## src/rtl/altitude_pkg.sv

```systemverilog
// Shared types for the altitude front-end: flight-mode encodings and the mode transition rule.
package altitude_pkg;

  localparam int unsigned DEF_DATA_W = 16;

  typedef enum logic [1:0] {
    S_BEKLE = 2'd0,
    S_CALIS = 2'd1,
    S_KISMI = 2'd2,
    S_HATA  = 2'd3
  } state_t;

  // Mode follows sensor freshness; leaving S_BEKLE needs both sensors, leaving S_HATA needs one.
  function automatic state_t next_state(input state_t s, input logic g_ok, input logic a_ok);
    state_t n;
    n = s;
    case (s)
      S_BEKLE: n = (g_ok && a_ok) ? S_CALIS : S_BEKLE;
      S_HATA:  n = (g_ok || a_ok) ? S_KISMI : S_HATA;
      default: n = (g_ok && a_ok) ? S_CALIS : ((g_ok || a_ok) ? S_KISMI : S_HATA);
    endcase
    return n;
  endfunction

endpackage

```

## src/rtl/sensor_channel.sv

```systemverilog
// One altitude sensor: moving-average ring buffer with preload on first sample,
// staleness watchdog, and a registered filtered value one cycle after the update.
module sensor_channel
  import altitude_pkg::*;
#(
  parameter int unsigned DATA_W      = DEF_DATA_W,
  parameter int unsigned AVG_DEPTH   = 4,
  parameter int unsigned TIMEOUT_CYC = 1000
) (
  input  logic              clk,
  input  logic              rst_n,
  input  logic [DATA_W-1:0] sample,
  input  logic              sample_valid,
  output logic [DATA_W-1:0] filt,
  output logic              upd,
  output logic              fresh,
  output logic              stale
);

  localparam int unsigned AVG_SH = $clog2(AVG_DEPTH);
  localparam int unsigned SUM_W  = DATA_W + AVG_SH;
  localparam int unsigned CNT_W  = $clog2(TIMEOUT_CYC + 1);

  logic [DATA_W-1:0] ring_q [AVG_DEPTH];
  logic [AVG_SH-1:0] ptr_q;
  logic [SUM_W-1:0]  sum_q;
  logic [CNT_W-1:0]  cnt_q;
  logic              filled_q;
  logic              upd_q;

  always_ff @(posedge clk) begin
    if (!rst_n) begin
      for (int i = 0; i < int'(AVG_DEPTH); i++) ring_q[i] <= '0;
      ptr_q    <= '0;
      sum_q    <= '0;
      cnt_q    <= '0;
      filled_q <= 1'b0;
      upd_q    <= 1'b0;
      stale    <= 1'b0;
      filt     <= '0;
      upd      <= 1'b0;
      fresh    <= 1'b0;
    end else begin
      upd_q <= sample_valid;
      filt  <= DATA_W'(sum_q >> AVG_SH);
      upd   <= upd_q;
      fresh <= filled_q;
      if (sample_valid) begin
        cnt_q    <= '0;
        stale    <= 1'b0;
        filled_q <= 1'b1;
        if (!filled_q) begin
          // Empty channel: seed the whole window so the average is valid at once.
          for (int i = 0; i < int'(AVG_DEPTH); i++) ring_q[i] <= sample;
          sum_q <= SUM_W'(sample) << AVG_SH;
        end else begin
          ring_q[ptr_q] <= sample;
          sum_q         <= sum_q - SUM_W'(ring_q[ptr_q]) + SUM_W'(sample);
          ptr_q         <= ptr_q + AVG_SH'(1);
        end
      end else if (cnt_q != CNT_W'(TIMEOUT_CYC)) begin
        cnt_q <= cnt_q + CNT_W'(1);
        // Going stale also empties the window so the next sample re-seeds it.
        if (cnt_q == CNT_W'(TIMEOUT_CYC - 1)) begin
          stale    <= 1'b1;
          filled_q <= 1'b0;
        end
      end
    end
  end

endmodule

```

## src/rtl/altitude_sensor_filter.sv

```systemverilog
// Altitude front-end: two filtered sensor channels, GNSS/altimeter fusion,
// flight-mode tracking and health flags; ortalama_o/veri_hazir_o lag a sample by two cycles.
module altitude_sensor_filter
  import altitude_pkg::*;
#(
  parameter int unsigned DATA_W      = DEF_DATA_W,
  parameter int unsigned AVG_DEPTH   = 4,
  parameter int unsigned TIMEOUT_CYC = 1000,
  parameter int unsigned MAX_DIFF    = 9
) (
  input  logic              clk,
  input  logic              rst_n,
  input  logic [DATA_W-1:0] gnss_i,
  input  logic              gnss_valid_i,
  input  logic [DATA_W-1:0] altimetre_i,
  input  logic              altimetre_valid_i,
  output logic [DATA_W-1:0] gnss_o,
  output logic [DATA_W-1:0] altimetre_o,
  output logic [DATA_W-1:0] ortalama_o,
  output logic              veri_hazir_o,
  output logic              gnss_asim_o,
  output logic              altimetre_asim_o,
  output logic              sensor_hata_o
);

  logic        g_upd, a_upd, g_fresh, a_fresh;
  logic [DATA_W:0]   pair_sum_c;
  logic [DATA_W-1:0] diff_c;
  logic [DATA_W-1:0] fused_c;
  state_t      state_q, state_n_c;
  logic        pulse_c;

  sensor_channel #(
    .DATA_W(DATA_W), .AVG_DEPTH(AVG_DEPTH), .TIMEOUT_CYC(TIMEOUT_CYC)
  ) u_gnss (
    .clk(clk), .rst_n(rst_n), .sample(gnss_i), .sample_valid(gnss_valid_i),
    .filt(gnss_o), .upd(g_upd), .fresh(g_fresh), .stale(gnss_asim_o)
  );

  sensor_channel #(
    .DATA_W(DATA_W), .AVG_DEPTH(AVG_DEPTH), .TIMEOUT_CYC(TIMEOUT_CYC)
  ) u_altimetre (
    .clk(clk), .rst_n(rst_n), .sample(altimetre_i), .sample_valid(altimetre_valid_i),
    .filt(altimetre_o), .upd(a_upd), .fresh(a_fresh), .stale(altimetre_asim_o)
  );

  // Fusion: average when sensors agree, trust GNSS on disagreement, else the fresh one.
  always_comb begin
    pair_sum_c = {1'b0, gnss_o} + {1'b0, altimetre_o};
    diff_c     = (gnss_o >= altimetre_o) ? (gnss_o - altimetre_o) : (altimetre_o - gnss_o);
    fused_c    = ortalama_o;
    if (g_fresh && a_fresh) begin
      fused_c = (diff_c > DATA_W'(MAX_DIFF)) ? gnss_o : DATA_W'(pair_sum_c >> 1);
    end else if (g_fresh) begin
      fused_c = gnss_o;
    end else if (a_fresh) begin
      fused_c = altimetre_o;
    end
    state_n_c = next_state(state_q, g_fresh, a_fresh);
    pulse_c   = (g_upd || a_upd) && ((state_n_c == S_CALIS) || (state_n_c == S_KISMI));
  end

  always_ff @(posedge clk) begin
    if (!rst_n) begin
      state_q       <= S_BEKLE;
      ortalama_o    <= '0;
      veri_hazir_o  <= 1'b0;
      sensor_hata_o <= 1'b0;
    end else begin
      state_q       <= state_n_c;
      veri_hazir_o  <= pulse_c;
      sensor_hata_o <= (state_n_c != S_CALIS);
      if (pulse_c) ortalama_o <= fused_c;
    end
  end

endmodule

```

## config.mk

```make
export PLATFORM = sky130hd
export DESIGN_NAME = altitude_sensor_filter
export DESIGN_NICKNAME = d
export VERILOG_FILES = /design/src/rtl/altitude_pkg.sv /design/src/rtl/sensor_channel.sv /design/src/rtl/altitude_sensor_filter.sv
export SDC_FILE = /design/constraint.sdc
export NUM_CORES = 1
export LEC_CHECK = 0
export ABC_AREA = 1
export CELL_PAD_IN_SITES_DETAIL_PLACEMENT = 1
export CELL_PAD_IN_SITES_GLOBAL_PLACEMENT = 1
export CORE_MARGIN = 2
export CORE_UTILIZATION = 30
export DETAILED_ROUTE_END_ITERATION = 16
export PLACE_DENSITY_LB_ADDON = 0.1
export SLEW_MARGIN = 20
export SYNTH_ARGS = -nofsm -noshare
export SYNTH_HDL_FRONTEND = slang
export SYNTH_SLANG_ARGS = --single-unit
```

## constraint.sdc

```tcl
create_clock -name clk -period 3.95 [get_ports clk]
set_input_delay 0.395 -clock clk [delete_from_list [all_inputs] [get_ports clk]]
set_output_delay 0.395 -clock clk [all_outputs]
set_load 0.01 [all_outputs]
```

[After elaboration in Yosys (flattened, before gate mapping)]
Memories as Yosys holds them, arrays and structs flattened. A register that Yosys moved wholly into a read port is not among the register bits.
Index checks and enable logic that the tools add are counted.
Storage, ports and cells
  memories: 2
  logic and storage cells: 128
  bits in writable memories: 128
  register bits after elaboration: 122
  input port bits: 36
  output and inout bits: 52
Memory list
  u_altimetre.ring_q: depth 4, width 16, rd ports 1, clocked after memory_dff 1, write ports 4, RTL line sensor_channel.sv:24  | logic [DATA_W-1:0] ring_q [AVG_DEPTH];
  u_gnss.ring_q: depth 4, width 16, rd ports 1, clocked after memory_dff 1, write ports 4, RTL line sensor_channel.sv:24
Operators by class
  $lt $le $gt $ge: 2
  mux-type cells: 52
  reductions and logical operators: 22
  equal/unequal tests: 8
  add/subtract/negate cells: 11
  bitwise logic cells: 9
Operators by type and width (count)
  2-to-1 mux 16 bit: 15
  adder 18 x 16 -> 18 bit: 2
  2-to-1 mux 18 bit: 2
  subtractor 18 x 16 -> 18 bit: 2
  OR reduction 16 bit: 2
  subtractor 16 bit: 2
  2-to-1 mux 1 bit: 27
  adder 10 x 1 -> 10 bit (second input constant): 2
  equality test 10 bit (second input constant): 2
  inequality test 10 bit (second input constant): 2
  adder 16 x 16 -> 17 bit: 1
  greater-or-equal comparator 16 bit: 1
  greater-than comparator 16 x 4 -> 1 bit (second input constant): 1
  2-to-1 mux 2 bit: 7
  AND reduction 2 bit: 7
  bitwise OR 1 bit: 8
  nonzero test 2 bit: 4
  adder 2 x 1 -> 2 bit (second input constant): 2
  equality test 2 bit (second input constant): 2
  one-hot mux 2 bit (2 select lines): 1
  OR reduction 2 bit: 2
  logical OR 1 bit: 3
  nonzero test 3 bit: 1
  equality test 2 x 1 -> 1 bit (second input constant): 1
  other kinds (4): 5

[Longest topological paths before layout]
  depth after elaboration: 8
  depth in mapped cells: 22
  depth with buffers taken out: 20

[Modules after synthesis]
From an unflattened synthesis, not the netlist that was laid out.
Unflattened totals
  cells, all modules: 2224
  area total of the unflattened synthesis: 16768.6 sq um
Modules (own cells, without submodules)
  sensor_channel at u_altimetre: instances 1, area an instance 6286.0 sq um, cells each 768
  sensor_channel at u_gnss: instances 1, area an instance 6208.5 sq um, cells each 733
  altitude_sensor_filter: instances 1, area an instance 4274.1 sq um, cells each 723

[Least setup slack after synthesis]
OpenSTA, ideal clock, no wires.
  kind: register -> register
  from: register with a tool-made name
  to: register u_gnss.sum_q[14]
  data required time: 3.818 ns
  stages on the path, launching flop included: 19
  slack: 0.838 ns
  buffers on the path: 1
  arrival: 2.979 ns
  library setup time: 0.132 ns
  path through: dfxtp_1 -> inv_1 -> clkbuf_1 -> o21ai_0 -> o22ai_1 -> fa_1 -> inv_1 -> ha_1 -> nand3_1 -> nand2_1 -> a21oi_1 -> o21ai_0 -> a21boi_0 -> o21ai_0 -> nand3_1 -> nand2_1 -> nand2_1 -> nand3_1 -> a21oi_1
RTL lines
  end signal: assignment: RTL line sensor_channel.sv:55  | sum_q <= SUM_W'(sample) << AVG_SH;
  end signal: assignment: RTL line sensor_channel.sv:58  | sum_q <= sum_q - SUM_W'(ring_q[ptr_q]) + SUM_W'(sample);
  end: declaration: RTL line sensor_channel.sv:26  | logic [SUM_W-1:0] sum_q;

==> results.json <==
{
  "outcome": "completed",
  "synth_ff_type": "edfxtp_1",
  "crit_chain": "clkinvlp_4 -> buf_4 -> buf_4 -> o21ai_0 -> o22ai_1 -> fa_1 -> inv_1 -> ha_1 -> nand2_1 -> nor2_1 -> o21ai_0 -> o211ai_1 -> a31oi_1 -> o21bai_1 -> nand2_1 -> nand2_1 -> nand2_1 -> nand3_1 -> a21oi_1",
  "antenna_found_initial": 0,
  "leakage_nw": 8.56,
  "ir_drop_mv": 0.317,
  "clockBufferDepth": 3,
  "ys_seq_area_share_pct": 40.0,
  "die_w_microns": 234,
  "fmax_ghz": 0.275,
  "cts_buffers": 31,
  "min_period_ns": 3.63,
  "p_seq_share_pct": 33.5,
  "arrival_ns": 4.05,
  "fin_tns_setup_ns": 0,
  "post-route-period-util_pct": 92.0,
  "synth_edf_count": 128,
  "slowest_stage": "fa_1",
  "worstHoldPathType": "register to register",
  "synth_top_area_cell": "edfxtp_1",
  "skew_ns": 0.0261,
  "power_density_nw_per_um2": 506,
  "p_clk_share_pct": 29.5,
  "place_hpwl_microns": 40700,
  "fin_cells": 2888,
  "antenna_left": 0,
  "hold_viol": 0,
  "syn2layout_area_growth_pct": 17.4,
  "coreArea_sq_um": 52600,
  "wl_met3_microns": 1750,
  "final_common_cell": "nand2_1",
  "synth_top_area_share_pct": 24.1,
  "internal_power_mw": 5.91,
  "io_pins": 88,
  "maxSlewViolCount": 0,
  "wire_per_inst_microns": 18.7,
  "grt_max_degree": 59,
  "final_cell_mix": "nand2_1 (388), inv_1 (343), nor2_1 (288)",
  "cts_tree": "yes",
  "slew_headroom_pct": 36.0,
  "drc": 0,
  "initial_core_util_pct": 30.3,
  "async_reset_ff_share_pct": 0,
  "worst_path_largest_cell_delay_ns": 0.51,
  "syn_area_per_cell_sq_um": 7.69,
  "p_sw_mw": 3.56,
  "initialDrtViolationCount": 683,
  "htree_levels": 1,
  "synthTopCellsByArea": "edfxtp_1 (24%), dfxtp_1 (16%), nand2_1 (9.1%)",
  "critical_path_peak_fanout": 13,
  "synth_fp_nets": 2242,
  "grt_usage_pct": 19.8,
  "placedCellCount": 2828,
  "ctsRootBufferMaster": "clkbuf_16",
  "crit_top_cell": "nand2_1",
  "met2_wirelength_microns": 25200,
  "yosysUniqueCellTypes": 51,
  "io_buffers": 87,
  "p_sw_share_pct": 37.6,
  "drive_gt1_share_pct": 6.45,
  "num_antenna_cells": 0,
  "grt_pass1_wl_microns": 83900,
  "rows": 84,
  "startpoint_type": "register",
  "die_area_sq_um": 55000,
  "clk_pin_slew_ns": 0.06,
  "wl_met1_microns": 26200,
  "p_comb_share_pct": 37.0,
  "yosysWarnings": 0,
  "clk_latency_ns": 0.58,
  "required_ns": 4.37,
  "critical_path_class": "register to register",
  "crit_family": "compound AO/OA/AOI/OAI gates",
  "fp.dieH_microns": 234,
  "first_pass_iters": 5,
  "place.gp.congestion": 0.844,
  "vias_per_cell": 4.82,
  "tightest_slew_ns": 0.960,
  "ys_ff_latch": 254,
  "cap_violations": 0,
  "critPathBufInv": 4,
  "holdWs_ns": 0.412,
  "setup_viol": 0,
  "nNetsFinal": 2347,
  "clock-sinks": 254,
  "fin_util_pct": 35.6,
  "overflow": 0,
  "routed_wl_microns": 54000,
  "highest_layer": "met4",
  "synth_cells": 2071,
  "syn_area_sq_um": 15900,
  "end_kind": "register",
  "via_count": 13900,
  "grt_pass1_vias": 14600
}
## sequential cells by signal, indices dropped and copies added (netlist names), 2 cells and up, named ones only
signal,count
u_altimetre.ptr_q,2
ortalama_o,16
u_altimetre.filt,16
u_gnss.filt,16
u_altimetre.sum_q,18
u_gnss.sum_q,18
u_altimetre.ring_q,64
u_gnss.cnt_q,10
u_altimetre.cnt_q,10
u_gnss.ptr_q,2
u_gnss.ring_q,64
state_q,2
## power groups by stage
stage               clock network, mW  logic [mW]  registers (mW)
floorplan                           0        2.48            3.17
global placement                    0        3.46            3.22
detailed placement                  0        3.51            3.23
CTS                              2.88        3.53            3.17
global route                     2.99        4.01            3.20
finish                           2.79        3.51            3.17
## routing by layer
layer | global-route usage (%) | vias up
met5 | 0 | -
met3 | 2.19 | 51
li1 | - | 6887
met1 | 27.4 | 6783
met4 | 3.89 | 0
met2 | 33.6 | 189
## cells in the mapped netlist (17+ instances only)
cell type / n
o21ai_0: 152
o22ai_1: 38
a21oi_1: 128
nand2_1: 388
xor2_1: 25
fa_1: 35
a31oi_1: 29
nand3_1: 103
ha_1: 100
edfxtp_1: 128
clkbuf_1: 47
nor3_1: 17
nor2_1: 288
dfxtp_1: 126
inv_1: 344
## worst register-to-register path, stage by stage (launching register included)
cell        delay [ns]
dfxtp_1           0.40
clkinvlp_4        0.18
buf_4             0.19
buf_4             0.18
o21ai_0           0.17
o22ai_1           0.11
fa_1              0.51
inv_1             0.06
ha_1              0.35
nand2_1           0.09
nor2_1            0.18
o21ai_0           0.13
o211ai_1          0.14
a31oi_1           0.15
o21bai_1          0.27
nand2_1           0.10
nand2_1           0.07
nand2_1           0.05
nand3_1           0.07
a21oi_1           0.07
## final timing paths
path | start | endpoint | slack, ns | depth (start not counted)
worst max-delay path | register | u_gnss.sum_q[15] | 0.32 | 19
worst min-delay path | u_altimetre.upd_q | u_altimetre.upd | 0.41 | 2
worst max register to register | register | u_gnss.sum_q[15] | 0.32 | 19
worst min register to register | u_altimetre.upd_q | u_altimetre.upd | 0.41 | 2
## logic make-up after synthesis
kind of cell | share of synthesized area (%)
xor gates and xnor gates | 1.87
AOI/OAI and AO/OA | 13.8
and+or+nand+nor | 21.7
adders and majority gates | 12.3
buffers and inverters | 10.4
DFF | 40.0
## area by class of cell
class	count	area (sq um)
Tap cell	688	861
Clock buffer	43	841
Fill cell	6408	33800
Timing Repair Buffer	138	1260
Clock inverter	14	149
Multi-Input combinational cell	1399	7900
Sequential cell	254	6370
Inverter	352	1330
## through the flow
stage | power [mW] | setup slack [ns] | area (sq um)
global route | 10.2 | -0.0306 | 18700
CTS | 9.59 | 0.251 | 18700
global placement | 6.68 | 0.233 | 17700
floorplan | 5.65 | 0.838 | 15900
finish | 9.47 | 0.316 | 18700
detailed placement | 6.74 | 0.132 | 17700
## repair_timing
item / 4_1_cts / 5_1_grt
setup buffers: 0 / 3
hold buffers: 0 / 0
gates resized for setup: 0 / 3
endpoints found under the setup margin: 0 / 2
No activity file was read; power rests on OpenSTA's default activity.
